## src/rtl/debug_loader_if.sv

```systemverilog
// Host-side bus of the debug loader: UART rx/tx byte handshakes,
// pipeline halt/status, and the instruction-memory write port.
interface debug_loader_if;
    // UART receive side
    logic        i_rx_valid;
    logic [7:0]  i_rx_data;
    // Pipeline status
    logic        i_program_end;
    // UART transmit side
    logic        i_tx_ready;
    logic        o_tx_valid;
    logic [7:0]  o_tx_data;
    // Pipeline control and instruction-memory write port
    logic        o_halt;
    logic        o_write_instruction_mem;
    logic [31:0] o_instruction_mem_addr;
    logic [31:0] o_instruction_mem_data;

    // Environment side: UART, pipeline and memory around the loader
    modport master (
        output i_rx_valid, i_rx_data, i_program_end, i_tx_ready,
        input  o_tx_valid, o_tx_data, o_halt,
               o_write_instruction_mem, o_instruction_mem_addr, o_instruction_mem_data
    );

    // Loader side
    modport slave (
        input  i_rx_valid, i_rx_data, i_program_end, i_tx_ready,
        output o_tx_valid, o_tx_data, o_halt,
               o_write_instruction_mem, o_instruction_mem_addr, o_instruction_mem_data
    );
endinterface

```

## src/rtl/debug_loader.sv

```systemverilog
// Debug loader: decodes host command bytes to load instruction memory,
// run the pipeline to HALT, or single-step it, then reports to the host.
module debug_loader #(
    parameter int unsigned ADDR_STEP = 4,
    parameter logic [7:0]  ACK_BYTE  = 8'h06,
    parameter logic [7:0]  END_BYTE  = 8'h45
) (
    input  logic           i_clk,
    input  logic           i_reset,
    debug_loader_if.slave  bus
);

    localparam logic [7:0] CMD_LOAD = 8'h4C;
    localparam logic [7:0] CMD_RUN  = 8'h52;
    localparam logic [7:0] CMD_STEP = 8'h53;

    typedef enum logic [2:0] {
        IDLE,
        LOAD_COUNT,
        LOAD_BYTES,
        WRITE,
        RUN,
        STEP,
        SEND
    } state_t;

    state_t      state;
    logic [7:0]  word_count;
    logic [31:0] addr;
    logic [31:0] asm_data;
    logic [1:0]  byte_idx;

    // Command FSM with all outputs registered; reset wins over every state.
    always_ff @(posedge i_clk) begin
        if (i_reset) begin
            state                       <= IDLE;
            word_count                  <= 8'd0;
            addr                        <= 32'd0;
            asm_data                    <= 32'd0;
            byte_idx                    <= 2'd0;
            bus.o_halt                  <= 1'b1;
            bus.o_write_instruction_mem <= 1'b0;
            bus.o_instruction_mem_addr  <= 32'd0;
            bus.o_instruction_mem_data  <= 32'd0;
            bus.o_tx_valid              <= 1'b0;
            bus.o_tx_data               <= 8'd0;
        end else begin
            bus.o_write_instruction_mem <= 1'b0;
            case (state)
                IDLE: begin
                    if (bus.i_rx_valid) begin
                        case (bus.i_rx_data)
                            CMD_LOAD: state <= LOAD_COUNT;
                            CMD_RUN: begin
                                state      <= RUN;
                                bus.o_halt <= 1'b0;
                            end
                            CMD_STEP: begin
                                state      <= STEP;
                                bus.o_halt <= 1'b0;
                            end
                            default: state <= IDLE;
                        endcase
                    end
                end

                LOAD_COUNT: begin
                    if (bus.i_rx_valid) begin
                        word_count <= bus.i_rx_data;
                        addr       <= 32'd0;
                        byte_idx   <= 2'd0;
                        if (bus.i_rx_data == 8'd0) begin
                            state          <= SEND;
                            bus.o_tx_valid <= 1'b1;
                            bus.o_tx_data  <= ACK_BYTE;
                        end else begin
                            state <= LOAD_BYTES;
                        end
                    end
                end

                // Little-endian assembly; the 4th byte launches the write directly.
                LOAD_BYTES: begin
                    if (bus.i_rx_valid) begin
                        asm_data[{byte_idx, 3'b000} +: 8] <= bus.i_rx_data;
                        byte_idx <= byte_idx + 2'd1;
                        if (byte_idx == 2'd3) begin
                            state                       <= WRITE;
                            bus.o_write_instruction_mem <= 1'b1;
                            bus.o_instruction_mem_addr  <= addr;
                            bus.o_instruction_mem_data  <= {bus.i_rx_data, asm_data[23:0]};
                        end
                    end
                end

                WRITE: begin
                    addr       <= addr + 32'(ADDR_STEP);
                    word_count <= word_count - 8'd1;
                    if (word_count == 8'd1) begin
                        state          <= SEND;
                        bus.o_tx_valid <= 1'b1;
                        bus.o_tx_data  <= ACK_BYTE;
                    end else begin
                        state <= LOAD_BYTES;
                    end
                end

                RUN: begin
                    if (bus.i_program_end) begin
                        state          <= SEND;
                        bus.o_halt     <= 1'b1;
                        bus.o_tx_valid <= 1'b1;
                        bus.o_tx_data  <= END_BYTE;
                    end
                end

                // One free cycle of pipeline advance, then acknowledge.
                STEP: begin
                    state          <= SEND;
                    bus.o_halt     <= 1'b1;
                    bus.o_tx_valid <= 1'b1;
                    bus.o_tx_data  <= ACK_BYTE;
                end

                SEND: begin
                    if (bus.o_tx_valid && bus.i_tx_ready) begin
                        state          <= IDLE;
                        bus.o_tx_valid <= 1'b0;
                    end
                end

                default: begin
                    state      <= IDLE;
                    bus.o_halt <= 1'b1;
                end
            endcase
        end
    end

endmodule
```

## src/flat_wrapper.sv

```systemverilog
// flat-port wrapper written by rule: the top's interface ports become plain ports
module debug_loader_flat 
#(
    parameter int unsigned ADDR_STEP = 4,
    parameter logic [7:0]  ACK_BYTE  = 8'h06,
    parameter logic [7:0]  END_BYTE  = 8'h45
)
  (i_clk, i_reset, bus_i_rx_valid, bus_i_rx_data, bus_i_program_end, bus_i_tx_ready, bus_o_tx_valid, bus_o_tx_data, bus_o_halt, bus_o_write_instruction_mem, bus_o_instruction_mem_addr, bus_o_instruction_mem_data);
  debug_loader_if bus_i ();
  input  logic i_clk;
  input  logic i_reset;
  input wire logic [$bits(bus_i.i_rx_valid)-1:0] bus_i_rx_valid;
  input wire logic [$bits(bus_i.i_rx_data)-1:0] bus_i_rx_data;
  input wire logic [$bits(bus_i.i_program_end)-1:0] bus_i_program_end;
  input wire logic [$bits(bus_i.i_tx_ready)-1:0] bus_i_tx_ready;
  output wire logic [$bits(bus_i.o_tx_valid)-1:0] bus_o_tx_valid;
  output wire logic [$bits(bus_i.o_tx_data)-1:0] bus_o_tx_data;
  output wire logic [$bits(bus_i.o_halt)-1:0] bus_o_halt;
  output wire logic [$bits(bus_i.o_write_instruction_mem)-1:0] bus_o_write_instruction_mem;
  output wire logic [$bits(bus_i.o_instruction_mem_addr)-1:0] bus_o_instruction_mem_addr;
  output wire logic [$bits(bus_i.o_instruction_mem_data)-1:0] bus_o_instruction_mem_data;
  assign bus_i.i_rx_valid = bus_i_rx_valid;
  assign bus_i.i_rx_data = bus_i_rx_data;
  assign bus_i.i_program_end = bus_i_program_end;
  assign bus_i.i_tx_ready = bus_i_tx_ready;
  assign bus_o_tx_valid = bus_i.o_tx_valid;
  assign bus_o_tx_data = bus_i.o_tx_data;
  assign bus_o_halt = bus_i.o_halt;
  assign bus_o_write_instruction_mem = bus_i.o_write_instruction_mem;
  assign bus_o_instruction_mem_addr = bus_i.o_instruction_mem_addr;
  assign bus_o_instruction_mem_data = bus_i.o_instruction_mem_data;
  debug_loader #(.ADDR_STEP(ADDR_STEP), .ACK_BYTE(ACK_BYTE), .END_BYTE(END_BYTE)) u_core (.i_clk(i_clk), .i_reset(i_reset), .bus(bus_i));
endmodule
```

## config.mk

```make
export PLATFORM = sky130hd
export DESIGN_NAME = debug_loader_flat
export DESIGN_NICKNAME = d
export VERILOG_FILES = /design/src/rtl/debug_loader_if.sv /design/src/rtl/debug_loader.sv /design/src/flat_wrapper.sv
export SDC_FILE = /design/constraint.sdc
export NUM_CORES = 1
export LEC_CHECK = 0
export BUFFER_PORTS_ARGS = -buffer_cell sky130_fd_sc_hd__buf_4
export CAP_MARGIN = 20
export CORE_ASPECT_RATIO = 1.75
export CORE_MARGIN = 2
export CORE_UTILIZATION = 35
export DETAILED_ROUTE_END_ITERATION = 12
export SLEW_MARGIN = 15
export SYNTH_ARGS = -nofsm -noshare
export SYNTH_HDL_FRONTEND = slang
export SYNTH_SLANG_ARGS = --single-unit
```

## constraint.sdc

```tcl
create_clock -name i_clk -period 2 [get_ports i_clk]
set_input_delay 0.4 -clock i_clk [delete_from_list [all_inputs] [get_ports i_clk]]
set_output_delay 0.4 -clock i_clk [all_outputs]
set_load 0.03 [all_outputs]
```

After elaboration in Yosys (flattened, before gate mapping):

Index checks and enable logic that the tools add are counted.

* output and inout bits: 75
* register bits: 152
* input bits: 13

* mux-type cells: 33
* equal/unequal tests: 20
* reductions and logical operators: 18
* shift-type cells: 2
* add/sub/neg operators: 4
* bitwise gates (word level): 3

Operators with widths (count)
* $pmux W32 S2: 1
* $mux W8: 5
* $add A32 B3 Y32 const B: 1
* $bwmux W32: 1
* $mux W32: 1
* $pmux W8 S4: 1
* $shift A8 B7 Y32 const A: 1
* $shiftx A8 B7 Y32: 1
* $eq A8 B7 Y1 const B: 3
* $mux W3: 8
* $pmux W3 S7: 1
* $pmux W8 S2: 1
* $reduce_and A6 Y1: 2
* $ne A2 B2 Y1 const B: 5
* $eq A3 B3 Y1 const B: 3
* $pmux W3 S3: 1
* $eq A8 B1 Y1 const B: 1
* $logic_not A8 Y1: 1
* $mux W1: 8
* $ne A2 B1 Y1 const B: 4
* $sub A8 B1 Y8 const B: 1
* $neg A5 Y7: 1
* $eq A3 B2 Y1 const B: 2
* $reduce_and A3 Y1: 2
* other kinds (19): 24

Logic depth before layout (Yosys ltp):

* word-level depth: 5
* gate-level depth with buffers: 8
* mapped depth without buffers: 6

Worst setup path before layout:

No wires, ideal clock.

* kind: register -> register
* start point: register u_core.byte_idx[0]
* end point: register u_core.asm_data[0]
* arrival: 1.655 ns
* buffers on the path: 0
* cell stages (with the launch flop): 6
* path slack: 0.275 ns
* cell sequence: dfxtp_1 inv_1 ha_1 nor3b_1 nand3_1 a21oi_1

* longest elaborated chain between the ends: 3

Ends and longest elaborated chain
* start, declared: RTL line debug_loader.sv:31 `logic [1:0] byte_idx;`
* start signal, assigned: RTL line debug_loader.sv:86 `byte_idx <= byte_idx + 2'd1;`
* $neg A5 Y7 (*): RTL line debug_loader.sv:85 `asm_data[{byte_idx, 3'b000} +: 8] <= bus.i_rx_data;`
* $shiftx A8 B7 Y32 / $shift A8 B7 Y32 (equally long branches): RTL line debug_loader.sv:85
* $bwmux W32 (*): RTL line debug_loader.sv:85
* end signal, assigned by index: RTL line debug_loader.sv:85
* end, declared: RTL line debug_loader.sv:30 `logic [31:0] asm_data;`

Every way passes the cells marked *; elsewhere a longest branch is shown, timed or not.
A chain may end at the register's enable or synchronous reset.

Final worst setup path:

* start point: register u_core.addr[2]
* end point: register u_core.addr[18]

* longest elaborated chain between the ends: 2

Ends and longest elaborated chain
* start, declared: RTL line debug_loader.sv:29 `logic [31:0] addr;`
* start signal, assigned: RTL line debug_loader.sv:97 `addr <= addr + 32'(ADDR_STEP);`
* $add A32 B3 Y32: RTL line debug_loader.sv:97
* $pmux W32 S2: RTL line debug_loader.sv:49 `case (state)`

No other way between the ends.

==> impl_metrics.toml <==
[route]
vias = 5322
met1_length_mm = 6.34
dr_wl_met2_mm = 8.45
antenna_left = 0
wire_per_inst_um = 15.2
top_layer = "met4"
drt-initial-drc-count = 252
viasPerCell = 5.15
wl_met3_um = 613
drc = 0
drt_wl_total_mm = 15.7
dr.pass1.iters = 6

[grt]
grt_pass1_wl_mm = 25.8
grt_pass1_vias = 5118
grt.total_usage_pct = 18.2
grt_max_degree = 77
grt.overflow.total = 0
antenna_found_initial = 0

[timing]
worst_slew_pin_slew_ns = 0.529
fmaxAchievable_mhz = 547
post-route-period-util_pct = 91.5
final_max_slew_viol_count = 0
final-hold-violation-count = 0
rsz0062_at_grt = "false"
finalSetupTns_ns = 0
period_needed_ns = 1.83
worst_slack_ns = 0.170
fin_skew_ns = 0.0122
finalSetupViolCount = 0
relSlewSlack_pct = 64.7

[floorplan]
initial_core_util_pct = 35.9
die_h_um = 176
rows = 62
coreArea_sq_um = 16400
ios = 88
die_x_um = 102
dieArea_sq_um = 18000

[synthesis]
yosys.area.top_type = "dfxtp_1"
ys_seq_area_share_pct = 45.8
synth.area.top_cells = "dfxtp_1 46%, nand2_1 11%, a21oi_1 9.2%"
synth_fa_ha_area_share_pct = 1.70
syn_area_sq_um = 5900
synth-edff-count = 0
ys_types = 64
synthSimpleGateAreaFrac_pct = 27.1
synth_top_area_share_pct = 45.8
ys.flop_type = "dfxtp_1"
synth-compound-area-share_pct = 16.9
synth_mux_area_share_pct = 2.10
synth-xor-area-share_pct = 0.297
async_reset_ff_share_pct = 0
synthCells = 726
synth.avg_cell_area_sq_um = 8.13
yosysWarningCount = 0
synth_top_family_by_area = "simple AND/OR/NAND/NOR gates"
synth_seq_cells = 135

[power_and_ir_drop]
p_leak_uw = 0.00273
vdd_drop_max_mv = 0.587
power_density_nw_per_um2 = 857
p_total_uw = 6350

[critical_path]
startpoint = "u_core.addr[2]$_SDFFE_PP0P_"
crit_fanout = 10
arrival_ns = 2.18
critPathRequiredTime_ns = 2.35
critical_path_class = "reg -> reg"
reg2reg_from = "u_core.addr[2]$_SDFFE_PP0P_"
startpoint_type = "flop"
cp-end-kind = "flop"

[clocking]
hold_buffers = 0
cts_inserted_buffers = 17
post_cts_resized = 0
cts_max_level = 4
clk_latency_ns = 0.42
root_buffer = "clkbuf_16"
clk_pin_slew_ns = 0.06
clock_path_buffers = 2
clock-sinks = 135
cts_setup_buffers = 0
cts_tree = "yes"

[placement]
port_buffers = 81
pre_cts_ws_ns = 0.174
dp_hpwl_mm = 10.5
place_congestion = 0.826
place_area_sq_um = 6750

[finish]
antenna_cells = 0
mostFrequentLayoutCells = "171 x nand2_1, 135 x dfxtp_1, 108 x a21oi_1"
n_fill_cell = 1713
syn2layout_area_growth_pct = 25.6
utilization_pct = 45.0
final_area_sq_um = 7410
final_common_cell = "nand2_1"
drive_gt1_share_pct = 19.8
final_net_count = 819

[run_status]
status = "finished clean"

[run]
maxCapViolations = 0

[min_path]
worstHoldPathType = "in -> reg"
min_from = "bus_i_tx_ready"
-- report_power, final --
part           internal, uW  total (uW)  switching, uW
Clock                  2310        3500           1190
Combinational          39.4         154            114
Sequential             2690        2690           1.24
Total                  5040        6350           1310
-- registers in the layout, indices dropped and copies added, names as in the netlist --
register / cells
u_core.bus.o_tx_valid: 1
u_core.bus.o_instruction_mem_data: 32
u_core.asm_data: 24
u_core.addr: 30
u_core.state: 3
u_core.word_count: 8
u_core.bus.o_instruction_mem_addr: 30
u_core.bus.o_tx_data: 3
u_core.bus.o_write_instruction_mem: 1
u_core.bus.o_halt: 1
u_core.byte_idx: 2
-- critical path, cell delays in order (launching register included) --
cell     delay, ns
dfxtp_1       0.39
ha_1          0.23
and3_1        0.23
nand4_1       0.29
or4_1         0.49
a21oi_1       0.14
-- path summary, 6_finish.rpt --
check,slack [ns],endpoint,cells after the start
worst max-delay path,0.17,u_core.addr[18]$_SDFFE_PP0P_,5
worst min-delay path,0.19,u_core.bus.o_tx_valid$_SDFFE_PP0P_,2
worst max register to register,0.17,u_core.addr[18]$_SDFFE_PP0P_,5
worst min register to register,0.45,u_core.bus.o_tx_data[2]$_SDFFE_PP0P_,2
-- cell usage after synthesis (5+ instances only) --
| master | number |
|---|---|
| nor2_1 | 29 |
| nand4_1 | 8 |
| a211oi_1 | 6 |
| nor3_1 | 15 |
| nor3b_1 | 5 |
| mux2_2 | 11 |
| a311oi_1 | 5 |
| buf_2 | 21 |
| and3_1 | 17 |
| o21ai_0 | 11 |
| nand3_1 | 33 |
| nor2b_1 | 6 |
| a21oi_1 | 108 |
| and2_1 | 7 |
| nand2_1 | 172 |
| buf_4 | 15 |
| clkbuf_1 | 19 |
| inv_1 | 15 |
| a31oi_1 | 6 |
| dfxtp_1 | 135 |
| or3_1 | 6 |
| ha_1 | 8 |
-- metal layers --
layer / up-vias / global-route usage (%)
li1: 2667 / -
met1: 2519 / 20.2
met2: 115 / 33.3
met3: 21 / 3.86
met4: 0 / 6.72
met5: - / 0
-- cell type report --
class / count / area [sq um] / area share (%)
multi-input cells: 525 / 2860 / 38.6
well taps: 224 / 280 / 3.78
clock buffers: 20 / 467 / 6.30
inverters: 15 / 56.3 / 0.760
repair buffers: 104 / 843 / 11.4
clock inverters: 11 / 196 / 2.65
flip-flops and latches: 135 / 2700 / 36.5
-- cells by family after synthesis --
kind of cell / after synthesis
DFF: 135
AOI/OAI and AO/OA: 167
muxes: 11
and+or+nand+nor: 331
adders and majority gates: 8
xor gates and xnor gates: 2
other: 1
buffers and inverters: 71
-- per-stage QoR --
step / cells / hold WS [ns]
final: 1034 / 0.191
after global routing: 1034 / 0.195
after CTS: 1034 / 0.183
after detailed placement: 1003 / 0.443
after global placement: 1003 / 0.439
after floorplan: 731 / 0.432
No activity file was read; power rests on OpenSTA's default activity.
